===== src/rtl/alu_op_sequencer.sv =====
// rtl/alu_op_sequencer.sv - multi-cycle add/sub/mult sequencer for the 3-bit board ALU
//
// Purpose: accepts one operation at a time over a valid/ready handshake.
// Add and sub finish in one execute cycle. Both multiplies run an iterative
// shift-and-add over the shared adder, one operand bit per cycle. The result
// is held until the consumer acknowledges it.
//
// Ports:
//   clk_2      in   system clock, rising edge
//   reset_n    in   asynchronous active-low reset
//   req_valid  in   request present
//   req_ready  out  sequencer idle and able to accept a request
//   req_a      in   operand A [NBITS_INT]
//   req_b      in   operand B [NBITS_INT]
//   req_op     in   opcode: 00 add, 01 sub, 10 unsigned mult, 11 signed mult
//   res_valid  out  result and overflow valid
//   res_ready  in   consumer accepts the result
//   res_data   out  result [NBITS_RES]
//   res_ovf    out  signed overflow (add/sub only)
//   busy       out  high in any state other than IDLE
//   op_count   out  count of acknowledged operations, wraps
module alu_op_sequencer #(
  parameter int NBITS_INT  = 3,
  parameter int NBITS_RES  = 6,
  parameter int NBITS_OPER = 2,
  parameter int NBITS_CNT  = 8
) (
  input  logic                  clk_2,
  input  logic                  reset_n,
  input  logic                  req_valid,
  output logic                  req_ready,
  input  logic [NBITS_INT-1:0]  req_a,
  input  logic [NBITS_INT-1:0]  req_b,
  input  logic [NBITS_OPER-1:0] req_op,
  output logic                  res_valid,
  input  logic                  res_ready,
  output logic [NBITS_RES-1:0]  res_data,
  output logic                  res_ovf,
  output logic                  busy,
  output logic [NBITS_CNT-1:0]  op_count
);

  localparam int CW  = $clog2(NBITS_INT);
  localparam int EXT = NBITS_RES - NBITS_INT;

  localparam logic [NBITS_INT-1:0] INT_ONE = 1;
  localparam logic [NBITS_RES-1:0] RES_ONE = 1;
  localparam logic [NBITS_CNT-1:0] CNT_ONE = 1;
  localparam logic [CW-1:0]        CW_ONE  = 1;
  localparam logic [CW-1:0]        CNT_LAST = CW'(NBITS_INT - 1);

  localparam logic [NBITS_OPER-1:0] OP_ADD  = 2'b00;
  localparam logic [NBITS_OPER-1:0] OP_SUB  = 2'b01;
  localparam logic [NBITS_OPER-1:0] OP_UMUL = 2'b10;

  typedef enum logic [1:0] {
    S_IDLE,
    S_EXEC,
    S_MULT,
    S_DONE
  } state_t;

  state_t                state_q, state_d;
  logic [NBITS_INT-1:0]  a_q, a_d;
  logic [NBITS_INT-1:0]  b_q, b_d;
  logic [NBITS_OPER-1:0] op_q, op_d;
  logic [NBITS_INT-1:0]  a_mag_q, a_mag_d;
  logic [NBITS_INT-1:0]  b_mag_q, b_mag_d;
  logic                  neg_q, neg_d;
  logic [NBITS_RES-1:0]  acc_q, acc_d;
  logic [CW-1:0]         cnt_q, cnt_d;
  logic [NBITS_RES-1:0]  res_q, res_d;
  logic                  ovf_q, ovf_d;
  logic [NBITS_CNT-1:0]  opcnt_q, opcnt_d;

  // Datapath helpers
  logic [NBITS_INT-1:0] sum_w, diff_w;
  logic [NBITS_INT-1:0] a_abs_w, b_abs_w;
  logic [NBITS_RES-1:0] addend_w, acc_nxt_w;

  always_comb begin
    sum_w   = a_q + b_q;
    diff_w  = a_q - b_q;
    // Two's-complement magnitude; the most negative value maps to its
    // unsigned magnitude (100 -> 4), which is why the magnitude is unsigned.
    a_abs_w = a_q[NBITS_INT-1] ? (~a_q + INT_ONE) : a_q;
    b_abs_w = b_q[NBITS_INT-1] ? (~b_q + INT_ONE) : b_q;
    addend_w  = b_mag_q[cnt_q] ? ({{EXT{1'b0}}, a_mag_q} << cnt_q) : '0;
    acc_nxt_w = acc_q + addend_w;
  end

  always_ff @(posedge clk_2 or negedge reset_n) begin
    if (!reset_n) begin
      state_q <= S_IDLE;
      a_q     <= '0;
      b_q     <= '0;
      op_q    <= '0;
      a_mag_q <= '0;
      b_mag_q <= '0;
      neg_q   <= 1'b0;
      acc_q   <= '0;
      cnt_q   <= '0;
      res_q   <= '0;
      ovf_q   <= 1'b0;
      opcnt_q <= '0;
    end else begin
      state_q <= state_d;
      a_q     <= a_d;
      b_q     <= b_d;
      op_q    <= op_d;
      a_mag_q <= a_mag_d;
      b_mag_q <= b_mag_d;
      neg_q   <= neg_d;
      acc_q   <= acc_d;
      cnt_q   <= cnt_d;
      res_q   <= res_d;
      ovf_q   <= ovf_d;
      opcnt_q <= opcnt_d;
    end
  end

  always_comb begin
    state_d = state_q;
    a_d     = a_q;
    b_d     = b_q;
    op_d    = op_q;
    a_mag_d = a_mag_q;
    b_mag_d = b_mag_q;
    neg_d   = neg_q;
    acc_d   = acc_q;
    cnt_d   = cnt_q;
    res_d   = res_q;
    ovf_d   = ovf_q;
    opcnt_d = opcnt_q;

    unique case (state_q)
      S_IDLE: begin
        if (req_valid) begin
          a_d     = req_a;
          b_d     = req_b;
          op_d    = req_op;
          state_d = S_EXEC;
        end
      end

      S_EXEC: begin
        if (op_q == OP_ADD) begin
          res_d   = {{EXT{sum_w[NBITS_INT-1]}}, sum_w};
          // Same-sign operands producing an opposite-sign result.
          ovf_d   = (a_q[NBITS_INT-1] == b_q[NBITS_INT-1]) &&
                    (sum_w[NBITS_INT-1] != a_q[NBITS_INT-1]);
          state_d = S_DONE;
        end else if (op_q == OP_SUB) begin
          res_d   = {{EXT{diff_w[NBITS_INT-1]}}, diff_w};
          ovf_d   = (a_q[NBITS_INT-1] != b_q[NBITS_INT-1]) &&
                    (diff_w[NBITS_INT-1] != a_q[NBITS_INT-1]);
          state_d = S_DONE;
        end else begin
          if (op_q == OP_UMUL) begin
            a_mag_d = a_q;
            b_mag_d = b_q;
            neg_d   = 1'b0;
          end else begin
            a_mag_d = a_abs_w;
            b_mag_d = b_abs_w;
            neg_d   = a_q[NBITS_INT-1] ^ b_q[NBITS_INT-1];
          end
          acc_d   = '0;
          cnt_d   = '0;
          state_d = S_MULT;
        end
      end

      S_MULT: begin
        acc_d = acc_nxt_w;
        cnt_d = cnt_q + CW_ONE;
        // The last bit's partial product is folded in the same cycle the
        // result is loaded, so the multiply takes exactly NBITS_INT cycles.
        if (cnt_q == CNT_LAST) begin
          res_d   = neg_q ? (~acc_nxt_w + RES_ONE) : acc_nxt_w;
          ovf_d   = 1'b0;
          state_d = S_DONE;
        end
      end

      S_DONE: begin
        if (res_ready) begin
          opcnt_d = opcnt_q + CNT_ONE;
          state_d = S_IDLE;
        end
      end

      default: state_d = S_IDLE;
    endcase
  end

  assign req_ready = (state_q == S_IDLE);
  assign res_valid = (state_q == S_DONE);
  assign busy      = (state_q != S_IDLE);
  assign res_data  = res_q;
  assign res_ovf   = ovf_q;
  assign op_count  = opcnt_q;

endmodule

===== config.mk =====
export PLATFORM = sky130hd
export DESIGN_NAME = alu_op_sequencer
export DESIGN_NICKNAME = d
export VERILOG_FILES = /design/src/rtl/alu_op_sequencer.sv
export SDC_FILE = /design/constraint.sdc
export NUM_CORES = 1
export LEC_CHECK = 0
export BUFFER_PORTS_ARGS = -buffer_cell sky130_fd_sc_hd__buf_4
export CORE_MARGIN = 3
export CORE_UTILIZATION = 50
export CTS_CLUSTER_SIZE = 28
export DETAILED_ROUTE_END_ITERATION = 12
export PLACE_DENSITY = 0.71
export SYNTH_ARGS = -nofsm -noshare
export SYNTH_HDL_FRONTEND = slang
export SYNTH_SLANG_ARGS = --single-unit

===== constraint.sdc =====
create_clock -name clk_2 -period 4.73 [get_ports clk_2]
set_input_delay 0.946 -clock clk_2 [delete_from_list [all_inputs] [get_ports clk_2]]
set_output_delay 0.946 -clock clk_2 [all_outputs]
set_load 0.05 [all_outputs]

==> flow_metrics.env <==
export IMPL_ir_drop_uv=511
export IMPL_num_io_pins=30
export IMPL_fin_nets=307
export IMPL_setup_violations=0
export IMPL_instances_no_fill=329
export IMPL_hold_start="op_count[7]$_DFFE_PN0P_"
export IMPL_dieArea_sq_um=5640
export IMPL_rr_startpoint="cnt_q[0]$_DFFE_PN0P_"
export IMPL_initial_core_util_pct=53.4
export IMPL_htreeDepth=2
export IMPL_cap_violations=0
export IMPL_report_final_slew_viol_count=0
export IMPL_hp_class="flip-flop to flip-flop"
export IMPL_worst_slew_pin_slew_ns=0.655
export IMPL_grt_pass1_wl_microns=8040
export IMPL_syn_inst=245
export IMPL_insertion_delay_ns=0.30
export IMPL_rrSetupSlack_ns=2.04
export IMPL_status="complete, no violations"
export IMPL_wl_per_cell_microns=14.2
export IMPL_r2r_cells=11
export IMPL_final_common_cell="dfrtp_1"
export IMPL_numPlacedInstances=321
export IMPL_tritoncts="built"
export IMPL_seq_area_sq_um=1000
export IMPL_slew_headroom_pct=56.0
export IMPL_critPathCaptureType="flip-flop"
export IMPL_drt_iter0_markers=91
export IMPL_synth_ff_type="dfrtp_1"
export IMPL_diodes=0
export IMPL_clk_path_buf_depth=2
export IMPL_via_per_inst=5.59
export IMPL_cp_required_ns=4.93
export IMPL_ys_seq_elements=40
export IMPL_synth_top_area_share_pct=41.9
export IMPL_r2r_end="res_data[5]$_DFFE_PN0P_"
export IMPL_drc=0
export IMPL_cts_made_buffers=5
export IMPL_async_reset_ff_share_pct=100
export IMPL_track_usage_pct=18.9
export IMPL_grt_pass1_vias=1769
export IMPL_syn_nets=276
export IMPL_netlist_area_sq_um=2390
export IMPL_core_sq_um=4470
export IMPL_hold_viol_final=0
export IMPL_cts_root_buf="clkbuf_8"
export IMPL_antenna_found_initial=0
export IMPL_synth_top_cells_by_area="dfrtp_1 (42%), ha_1 (8.4%), mux2_2 (5.2%)"
export IMPL_crit_arrival_ns=2.89
export IMPL_gp_congestion=0.841
export IMPL_ant_nets=0
export IMPL_holdWs_ns=0.476
export IMPL_multi_input_area_sq_um=1300
export IMPL_startpoint="cnt_q[0]$_DFFE_PN0P_"
export IMPL_cts_sinks=40
export IMPL_die_h_microns=75.1
export IMPL_cts_hold_buf=0
export IMPL_min_delay_path_depth=1
export IMPL_drt_wl_total_microns=4660
export IMPL_cts_resized=0
export IMPL_p_leak_nw=1.31
export IMPL_powerDensity_nw_per_um2=773
export IMPL_critPathLaunchType="flip-flop"
export IMPL_path_class="flip-flop to flip-flop"
export IMPL_vias=1838
export IMPL_final_cell_mix="dfrtp_1 (40), nand2_1 (32), buf_4 (29)"
export IMPL_numPortBuffers=29
export IMPL_firstDrtPassIters=4
export IMPL_clk_pin_slew_worst_paths_ns=0.08
export IMPL_cp_max_fo=11
export IMPL_min_period_ns=2.69
export IMPL_nFillCells=381
export IMPL_syn_avg_cell_area_sq_um=9.74
export IMPL_max_freq_mhz=372
export IMPL_rsz0062_at_grt="false"
export IMPL_yosysWarnings=0
export IMPL_synth_edf_count=0
export IMPL_rows=24
export IMPL_holdPathEnd="op_count[7]$_DFFE_PN0P_"
export IMPL_layout_drive_gt1_share_pct=19.1
export IMPL_synthDistinctLibCells=43
export IMPL_post_cts_repair_setup_buffers=0
export IMPL_yosysTopAreaCell="dfrtp_1"
export IMPL_synth_seq_area_share_pct=41.9
export IMPL_fin_skew_ns=0.00979
export IMPL_die_w_microns=75.1
export IMPL_hpwl_microns=3480
export IMPL_syn2layout_area_growth_pct=16.3
export IMPL_post_route_period_util_pct=56.8
export IMPL_grt_overflow_total=0
export IMPL_grt_max_degree=41
export IMPL_setup_tns_final_ns=0
## worst max-delay path, stage by stage, from the launching register on
cell       delay, ns
dfrtp_1         0.49
nor2b_1         0.18
a21oi_1         0.06
nor2_1          0.10
a21oi_1         0.06
a211oi_1        0.22
ha_1            0.32
o21ai_0         0.24
nor2_1          0.12
a311oi_1        0.48
a2111oi_2       0.10
a211oi_1        0.24
## power by group
part           leakage (nW)  switching, W  internal, W
combinational         0.744      0.000723     0.000471
clock                0.0645      0.000120     0.000186
sequential            0.503      0.000161     0.000486
total                  1.31       0.00100      0.00114
## metal layers
layer	share of wire, %	wire length [microns]	vias up	track usage (%)
li1	-	-	925	-
met1	48	2260	878	26.1
met2	47	2170	28	29.3
met3	3.4	158	7	4.41
met4	1.6	73	0	6.72
met5	0	0	-	0
## how the worst max path moves through the flow
stage	endpoint	slack [ns]	cells past startpoint
after floorplan	res_data[5]$_DFFE_PN0P_	2.23	12
after global placement	res_data[5]$_DFFE_PN0P_	2.11	11
after detailed placement	res_data[5]$_DFFE_PN0P_	2.02	11
after CTS	res_data[5]$_DFFE_PN0P_	2.03	11
after global routing	res_data[5]$_DFFE_PN0P_	1.72	11
final	res_data[5]$_DFFE_PN0P_	2.04	11
## kinds of logic after synthesis
group	share of synthesized area [%]
simple gates	15.7
compound gates	16.6
flops	41.9
buf+inv	3.51
fa+ha+maj	10.9
xor+xnor	5.35
mux	6.03
## stage by stage
| stage | setup slack [ns] | instance area [sq um] | utilization, % | power (W) |
|---|---|---|---|---|
| floorplan | 2.23 | 2390 | - | 0.00154 |
| CTS | 2.03 | 2780 | 62.1 | 0.00216 |
| finish | 2.04 | 2780 | 62.1 | 0.00215 |
| detailed placement | 2.02 | 2650 | 59.2 | 0.00184 |
| global placement | 2.11 | 2650 | 59.2 | 0.00182 |
| global route | 1.72 | 2780 | 62.1 | 0.00234 |
## final cells by class
| cell class | count | share of cell area [%] |
|---|---|---|
| sequential | 40 | 36.1 |
| inverter | 17 | 2.30 |
| multi-input combinational | 183 | 46.9 |
| clock buffer | 7 | 3.47 |
| tap | 52 | 2.34 |
| clock inverter | 1 | 1.08 |
| timing repair buffer | 29 | 7.84 |
## cells in the mapped netlist, types with 3 or more instances
master / count
dfrtp_1: 40
nand2_1: 32
o21ai_0: 21
inv_1: 17
nor2_1: 17
ha_1: 16
mux2_2: 11
a21oi_1: 10
xnor2_1: 7
a211oi_1: 6
nor2b_1: 6
xor2_1: 5
clkbuf_1: 4
a21o_1: 3
a31oi_1: 3
fa_1: 3
nand2b_1: 3
nand3_1: 3
nand4_1: 3
nor3b_1: 3
o211a_1: 3
o211ai_1: 3
## registers in the layout (all words and copies together) (netlist names), 3 cells and up
signal / flops
op_count: 8
res_data: 6
a_q: 3
b_mag_q: 3
b_q: 3
a_mag_q: 3
acc_q: 6
Note: power is estimated with default switching activity, not from simulation.
